$ cat src/rtl/keypad_scan_ctrl.sv
// 4x4 keypad column scanner with press/release debounce and one-pulse key events.
// Optional KEYPAD_REPEAT_EN adds auto-repeat events while a key stays held.
module keypad_scan_ctrl #(
   parameter int unsigned SCAN_DIV     = 16,
   parameter int unsigned DEBOUNCE_CNT = 1000,
   parameter int unsigned REPEAT_DLY   = 50000,
   parameter int unsigned REPEAT_RATE  = 10000
) (
   input  logic       clk,
   input  logic       reset,
   input  logic [3:0] row,
   output logic [3:0] shift_col,
   output logic       key_valid,
   output logic [3:0] key_code,
   output logic       key_held
);

   localparam int unsigned MaxBase = (SCAN_DIV > DEBOUNCE_CNT) ? SCAN_DIV : DEBOUNCE_CNT;
`ifdef KEYPAD_REPEAT_EN
   localparam int unsigned MaxRep = (REPEAT_DLY > REPEAT_RATE) ? REPEAT_DLY : REPEAT_RATE;
   localparam int unsigned MaxPar = (MaxBase > MaxRep) ? MaxBase : MaxRep;
`else
   // repeat timing is inert without the feature
   localparam int unsigned MaxPar = MaxBase + 0 * (REPEAT_DLY + REPEAT_RATE);
`endif
   localparam int unsigned CW = (MaxPar > 1) ? $clog2(MaxPar) : 1;

   localparam logic [CW-1:0] DwellLast = CW'(SCAN_DIV - 1);
   localparam logic [CW-1:0] DbLast    = CW'(DEBOUNCE_CNT - 1);
`ifdef KEYPAD_REPEAT_EN
   localparam logic [CW-1:0] DlyLast   = CW'(REPEAT_DLY - 1);
   localparam logic [CW-1:0] RateLast  = CW'(REPEAT_RATE - 1);
`endif

   typedef enum logic [1:0] {StScan, StDebounce, StHeld} state_e;

   state_e        state_q, state_d;
   logic [3:0]    row_meta_q, row_s_q;
   logic [3:0]    col_q, col_d;
   logic [3:0]    lrow_q, lrow_d;
   logic [CW-1:0] dwell_q, dwell_d;
   logic [CW-1:0] cnt_q, cnt_d;
   logic          valid_q, valid_d;
   logic [3:0]    code_q, code_d;
   logic          held_q, held_d;
`ifdef KEYPAD_REPEAT_EN
   logic [CW-1:0] hold_q, hold_d;
   logic          rep_q, rep_d;
`endif

   function automatic logic [1:0] idx(input logic [3:0] v);
      case (v)
         4'b1110: idx = 2'd0;
         4'b1101: idx = 2'd1;
         4'b1011: idx = 2'd2;
         4'b0111: idx = 2'd3;
         default: idx = 2'd0;
      endcase
   endfunction

   function automatic logic one_low(input logic [3:0] v);
      case (v)
         4'b1110, 4'b1101, 4'b1011, 4'b0111: one_low = 1'b1;
         default:                            one_low = 1'b0;
      endcase
   endfunction

   always_ff @(posedge clk or negedge reset) begin
      if (!reset) begin
         state_q    <= StScan;
         row_meta_q <= 4'hF;
         row_s_q    <= 4'hF;
         col_q      <= 4'b1110;
         lrow_q     <= 4'hF;
         dwell_q    <= '0;
         cnt_q      <= '0;
         valid_q    <= 1'b0;
         code_q     <= 4'h0;
         held_q     <= 1'b0;
`ifdef KEYPAD_REPEAT_EN
         hold_q     <= '0;
         rep_q      <= 1'b0;
`endif
      end else begin
         state_q    <= state_d;
         row_meta_q <= row;
         row_s_q    <= row_meta_q;
         col_q      <= col_d;
         lrow_q     <= lrow_d;
         dwell_q    <= dwell_d;
         cnt_q      <= cnt_d;
         valid_q    <= valid_d;
         code_q     <= code_d;
         held_q     <= held_d;
`ifdef KEYPAD_REPEAT_EN
         hold_q     <= hold_d;
         rep_q      <= rep_d;
`endif
      end
   end

   always_comb begin
      state_d = state_q;
      col_d   = col_q;
      lrow_d  = lrow_q;
      dwell_d = dwell_q;
      cnt_d   = cnt_q;
      valid_d = 1'b0;
      code_d  = code_q;
      held_d  = held_q;
`ifdef KEYPAD_REPEAT_EN
      hold_d  = hold_q;
      rep_d   = rep_q;
`endif
      unique case (state_q)
         StScan: begin
            if (dwell_q == DwellLast) begin
               dwell_d = '0;
               if (one_low(row_s_q)) begin
                  lrow_d  = row_s_q;
                  cnt_d   = '0;
                  state_d = StDebounce;
               end else begin
                  col_d = {col_q[2:0], col_q[3]};
               end
            end else begin
               dwell_d = dwell_q + 1'b1;
            end
         end
         StDebounce: begin
            if (row_s_q == lrow_q) begin
               if (cnt_q == DbLast) begin
                  valid_d = 1'b1;
                  code_d  = {idx(col_q), idx(lrow_q)};
                  held_d  = 1'b1;
                  cnt_d   = '0;
                  state_d = StHeld;
`ifdef KEYPAD_REPEAT_EN
                  hold_d  = '0;
                  rep_d   = 1'b0;
`endif
               end else begin
                  cnt_d = cnt_q + 1'b1;
               end
            end else begin
               col_d   = {col_q[2:0], col_q[3]};
               dwell_d = '0;
               state_d = StScan;
            end
         end
         StHeld: begin
            if (row_s_q == 4'hF) begin
               if (cnt_q == DbLast) begin
                  held_d  = 1'b0;
                  col_d   = {col_q[2:0], col_q[3]};
                  dwell_d = '0;
                  cnt_d   = '0;
                  state_d = StScan;
               end else begin
                  cnt_d = cnt_q + 1'b1;
               end
            end else begin
               // a different key or partial bounce restarts release qualification
               cnt_d = '0;
`ifdef KEYPAD_REPEAT_EN
               if (row_s_q == lrow_q) begin
                  if ((!rep_q && hold_q == DlyLast) || (rep_q && hold_q == RateLast)) begin
                     valid_d = 1'b1;
                     hold_d  = '0;
                     rep_d   = 1'b1;
                  end else if (hold_q != '1) begin
                     hold_d = hold_q + 1'b1;
                  end
               end
`endif
            end
         end
         default: state_d = StScan;
      endcase
   end

   always_comb begin
      shift_col = col_q;
      key_valid = valid_q;
      key_code  = code_q;
      key_held  = held_q;
   end

endmodule

$ cat config.mk
export PLATFORM = sky130hd
export DESIGN_NAME = keypad_scan_ctrl
export DESIGN_NICKNAME = d
export VERILOG_FILES = /design/src/rtl/keypad_scan_ctrl.sv
export SDC_FILE = /design/constraint.sdc
export NUM_CORES = 1
export LEC_CHECK = 0
export ABC_AREA = 1
export CAP_MARGIN = 20
export CORE_MARGIN = 4
export CORE_UTILIZATION = 40
export CTS_BUF_LIST = sky130_fd_sc_hd__clkbuf_16
export CTS_CLUSTER_DIAMETER = 40
export DETAILED_ROUTE_END_ITERATION = 16
export GPL_ROUTABILITY_DRIVEN = 0
export GPL_TIMING_DRIVEN = 1
export HOLD_SLACK_MARGIN = 0.08
export MAX_ROUTING_LAYER = met4
export PLACE_DENSITY = 0.62
export SLEW_MARGIN = 10
export SYNTH_ARGS = -nofsm -noshare
export SYNTH_HDL_FRONTEND = slang
export SYNTH_SLANG_ARGS = --single-unit
$ cat constraint.sdc
create_clock -name clk -period 1.5 [get_ports clk]
set_input_delay 0.3 -clock clk [delete_from_list [all_inputs] [get_ports clk]]
set_output_delay 0.3 -clock clk [all_outputs]
set_load 0.005 [all_outputs]
### Yosys cells after proc, flatten, opt, wreduce, memory -nomap -nowiden

Index checks and enable logic that the tools add are counted.
Widths: inputs -> output; s select.

| operators by class | value |
|---|---|
| reduce and logical (&&, ||, !) cells | 11 |
| eq/ne operators | 25 |
| multiplexer cells | 37 |
| $add $sub $neg | 2 |

Operators by type and width:

| kind | number |
|---|---|
| $mux 10 | 9 |
| $pmux 10 s3 | 2 |
| $eq 4x4->1 const B | 8 |
| $add 10x1->10 const B | 2 |
| $mux 4 | 5 |
| $pmux 2 s3 | 3 |
| $ne 2x2->1 const B | 8 |
| $eq 4x3->1 const B | 3 |
| $mux 2 | 6 |
| $pmux 4 s3 | 1 |
| $eq 10x10->1 const B | 1 |
| $eq 10x4->1 const B | 1 |
| $mux 1 | 10 |
| $reduce_and 5->1 | 2 |
| $reduce_and 4->1 | 2 |
| $reduce_and 3->1 | 2 |
| $reduce_and 6->1 | 1 |
| $eq 4x4->1 | 1 |
| $reduce_or 4->1 | 1 |
| $ne 3x3->1 const B | 1 |
| $reduce_bool 3->1 | 1 |
| $eq 2x1->1 const B | 1 |
| $eq 2x2->1 const B | 1 |
| $logic_not 2->1 | 1 |
| 2 further kinds | 2 |

| word-level totals | value |
|---|---|
| output and inout port bits | 10 |
| logic and storage cells | 85 |
| input bits | 6 |
| register bits | 44 |

### Depth between registers and ports, before layout

| logic depth | value |
|---|---|
| depth after elaboration | 8 |
| mapped depth | 11 |
| gate-level depth less buffers | 11 |

### Worst setup path after synthesis

No wires, ideal clock.

| path | value |
|---|---|
| path kind | reg-to-reg |
| start point | reg row_s_q[3] |
| end point | reg cnt_q[2] |
| setup slack | -24 ps |
| clock period less this slack | 1524 ps |
| cell stages (with the launch flop) | 10 |
| required time | 1381 ps |
| arrival time | 1405 ps |
| path through | dfstp_2 -> nand2_2 -> nand2_1 -> nand2_1 -> a21oi_1 -> nand2_1 -> nand2_1 -> nand2_2 -> a21oi_1 -> nor2_1 |

| on the way | value |
|---|---|
| word-level cells in the longest chain between the ends | 7 |
| elaborated cells on any way between the ends | 15 |
| those cells by class | eq/ne (8); mux (5); reduce/logical (2) |

Ends and longest elaborated chain:

| element | line | source |
|---|---|---|
| start: declaration | 38 | `logic [3:0] row_meta_q, row_s_q;` |
| start signal: assignment | 87 | `row_s_q <= row_meta_q;` |
| $eq 4x4->1 / $eq 4x3->1 (equally long branches) | 62 | `case (v)` |
| $reduce_or 4->1 | 62 |  |
| $mux 1 | 62 |  |
| $mux 1 | 117 | `if (dwell_q == DwellLast) begin` |
| $mux 1 | 115 | `unique case (state_q)` |
| $ne 2x2->1 (no source line) | -- |  |
| $reduce_and 4->1 (no source line) | -- |  |
| end signal: assignment | 91 | `cnt_q <= cnt_d;` |
| end: declaration | 42 | `logic [CW-1:0] cnt_q, cnt_d;` |

Several ways; a longest one is shown, not always the timed one. The select of a mux whose other input is x is not followed.
A chain may end at the register's enable or synchronous reset.

### Worst setup path after layout

| path | value |
|---|---|
| start point | reg dwell_q[1] |
| end point | reg cnt_q[9] |

| on the way | value |
|---|---|
| word-level cells in the longest chain between the ends | 3 |

Ends and longest elaborated chain:

| element | line | source |
|---|---|---|
| start: declaration | 41 | `logic [CW-1:0] dwell_q, dwell_d;` |
| start signal: assignment | 90 | `dwell_q <= dwell_d;` |
| $eq 10x4->1 | 117 |  |
| $ne 2x2->1 (no source line) | -- |  |
| $reduce_and 4->1 (no source line) | -- |  |

Every way passes these cells.

==> flow_summary.json <==
{
  "fin_crit_ns": 1.63,
  "root_buffer": "clkbuf_16",
  "synth_cell_types": 30,
  "nets": 436,
  "hold_path.class": "reg -> reg",
  "ys_ff_latch": 44,
  "cp.required_ns": 1.68,
  "cts_max_path_buffers": 2,
  "top_usage_layer": "met2",
  "dieArea_um2": 7620,
  "cts_tree": "done",
  "worstPathCellList": "ha_2, nand3_2, buf_4, nor2_1, nand2_1, nand2_1, nand2_2, nor2_4, buf_12, nand2_2, nand2_2, nor2_1",
  "vias": 2439,
  "initial_core_util_pct": 41.7,
  "row_count": 28,
  "finalCritPeriodShare_pct": 109,
  "start_kind": "flip-flop",
  "yosysMostFrequentCell": "nand2_1",
  "leakage_nw": 1.82,
  "drc_errors": 0,
  "worstSetupPathType": "reg -> reg",
  "fin_ws_ns": -0.134,
  "violations": "setup timing",
  "outcome": "finished, violations left",
  "synth-main-ff-cell": "dfrtp_1",
  "seq_area_frac_synth_pct": 44.5,
  "synth_warnings": 0,
  "grt_pass1_vias": 2369,
  "drv_cap": 0,
  "drive_gt1_share_pct": 31.8,
  "cts_buffers": 5,
  "dr.pass1.iters": 4,
  "grt_max_degree": 45,
  "place.detailed.hpwl_um": 4220,
  "io_buffers": 15,
  "post_dp_cell_area_um2": 3170,
  "slowest_delay_ns": 0.35,
  "h-tree-depth": 2,
  "area_delta_synth_final_pct": 39.7,
  "synth.largest_area_cell": "dfrtp_1",
  "io-pin-count": 16,
  "crit_arrival_ns": 1.82,
  "crit_top_cell": "nand2_2",
  "rsz0062_at_grt": "yes",
  "avgSynthCellArea_um2": 7.37,
  "cpMaxStageDelayCell": "dfrtp_1",
  "syn_inst": 341,
  "die_x_um": 87.3,
  "clk_pin_slew_ns": 0.07,
  "slew_headroom_pct": 82.4,
  "gr-total-overflow": 0,
  "drtIter0Drc": 94,
  "end_kind": "flip-flop",
  "setup_violations": 35,
  "synth_top_area_share_pct": 28.9,
  "ir_drop_mv": 0.831,
  "fmax_ghz": 0.612,
  "path_buf_inv": 2,
  "worstMarginPinSlew_ns": 0.262,
  "coreArea_um2": 6030,
  "synth_area_um2": 2510,
  "cp_max_fo": 6,
  "hold_violations": 0,
  "netlist_top_cells_area": "dfrtp_1, nand2_1, dfstp_2",
  "grt_use_met3_pct": 3.22,
  "grt_use_met1_pct": 21.5,
  "finClkSkew_ns": 0.00932,
  "use_met2_pct": 29.1,
  "wire_per_inst_um": 12.1,
  "synth-async-reset-ratio_pct": 100,
  "clock_latency_ns": 0.29,
  "powerDensity_nw_per_um2": 1120,
  "fin_total_pwr_mw": 3.93,
  "yosys-top-cells-count": "nand2_1, nor2_1, dfrtp_1, inv_1, nand3_1",
  "grt_pass1_wl_um": 10300,
  "die_h_um": 87.3,
  "grt.total_usage_pct": 17.4,
  "report.final.slew_viol_count": 0,
  "r2r_setup_slack_ns": -0.13,
  "final_area_um2": 3510,
  "synth_nets": 353,
  "antenna_found_initial": 0,
  "cts_sinks": 44,
  "viasPerCell": 4.88,
  "synth_edf_count": 0,
  "cp_top_family": "simple AND/OR/NAND/NOR gates",
  "ant_nets": 0,
  "diodes": 0,
  "routed_wirelength_um": 6060
}
==> flip-flops by register name (all words and copies together) (netlist names) <==
register and cells:
state_q 2, key_valid 1, key_code 4, dwell_q 10, key_held 1, row_s_q 4, shift_col 4, row_meta_q 4
cnt_q 10, lrow_q 4
==> metal layers <==
layer / up-vias / routed length, um
met3: 9 / 162
met5: - / 0
met1: 1149 / 2860
li1: 1252 / -
met2: 29 / 2960
met4: 0 / 78
==> cell usage in the layout (no fill, tap or decap), drive strengths merged <==
cell type	n
nand4	2
inv	33
ha	6
clkdlybuf4s50	10
dlymetal6s2s	1
dfstp	15
a31oi	1
o21ai	18
dlygate4sd3	1
dfrtp	29
clkinvlp	1
o21bai	2
nor4	1
a21oi	11
dlygate4sd2	3
nor2	38
clkbuf	6
or2	1
xor2	8
clkinv	1
nor3	8
nand3	30
buf	65
nand2	134
==> per-stage QoR <==
| step | setup WS, ns | hold slack (ns) | instances | util, % | TNS [ns] |
|---|---|---|---|---|---|
| detailed placement | -0.196 | 0.297 | 483 | 52.7 | -3.11 |
| CTS | -0.130 | 0.353 | 498 | 56.7 | -2.64 |
| floorplan | -0.00560 | 0.00441 | 341 | - | -0.00560 |
| global placement | -0.128 | 0.293 | 483 | 52.7 | -1.91 |
| finish | -0.134 | 0.352 | 500 | 58.3 | -3.31 |
| global route | -0.266 | 0.362 | 500 | 58.3 | -7.78 |
==> power breakdown <==
part           internal [mW]  switching, mW
combinational          0.645          0.850
clock                  0.608          0.461
sequential              1.29         0.0695
==> cells by family (layout without fill, tap and decap cells) <==
group | after synthesis | count (layout) | synth area share, %
simple gates | 214 | 214 | 36.6
flops | 44 | 44 | 44.5
buf+inv | 37 | 121 | 6.17
compound gates | 32 | 32 | 6.92
xor+xnor | 8 | 8 | 2.79
fa+ha+maj | 6 | 6 | 2.99
==> cell type report <==
type	count	area [um^2]
well taps	75	93.8
clock inverters	3	16.3
flip-flops and latches	44	1120
clock buffers	5	125
inverters	32	123
fillers	532	2510
multi-input cells	260	1340
repair buffers	81	692
==> worst paths after layout <==
path | startpoint | to | cells after the start
worst max register to register | dwell_q[1]$_DFFE_PN0P_ | cnt_q[9]$_DFFE_PN0P_ | 12
worst max-delay path | dwell_q[1]$_DFFE_PN0P_ | cnt_q[9]$_DFFE_PN0P_ | 12
max in group asynchronous | reset | row_meta_q[1]$_DFF_PN1_ | 3
worst min register to register | row_meta_q[0]$_DFF_PN1_ | row_s_q[0]$_DFF_PN1_ | 0
min in group asynchronous | reset | key_code[1]$_DFFE_PN0P_ | 3
worst min-delay path | row_meta_q[0]$_DFF_PN1_ | row_s_q[0]$_DFF_PN1_ | 0
==> timing repair <==
action | 4_1_cts | 5_1_grt
hold buffers | 1 | 0
resized for setup | 20 | 22
endpoints found under the hold margin | 29 | 0
pin swaps | 5 | 14
buffers inserted | 6 | 1
setup endpoints to repair | 39 | 36
cloned | 0 | 1
(Power assumes the default switching activity.)
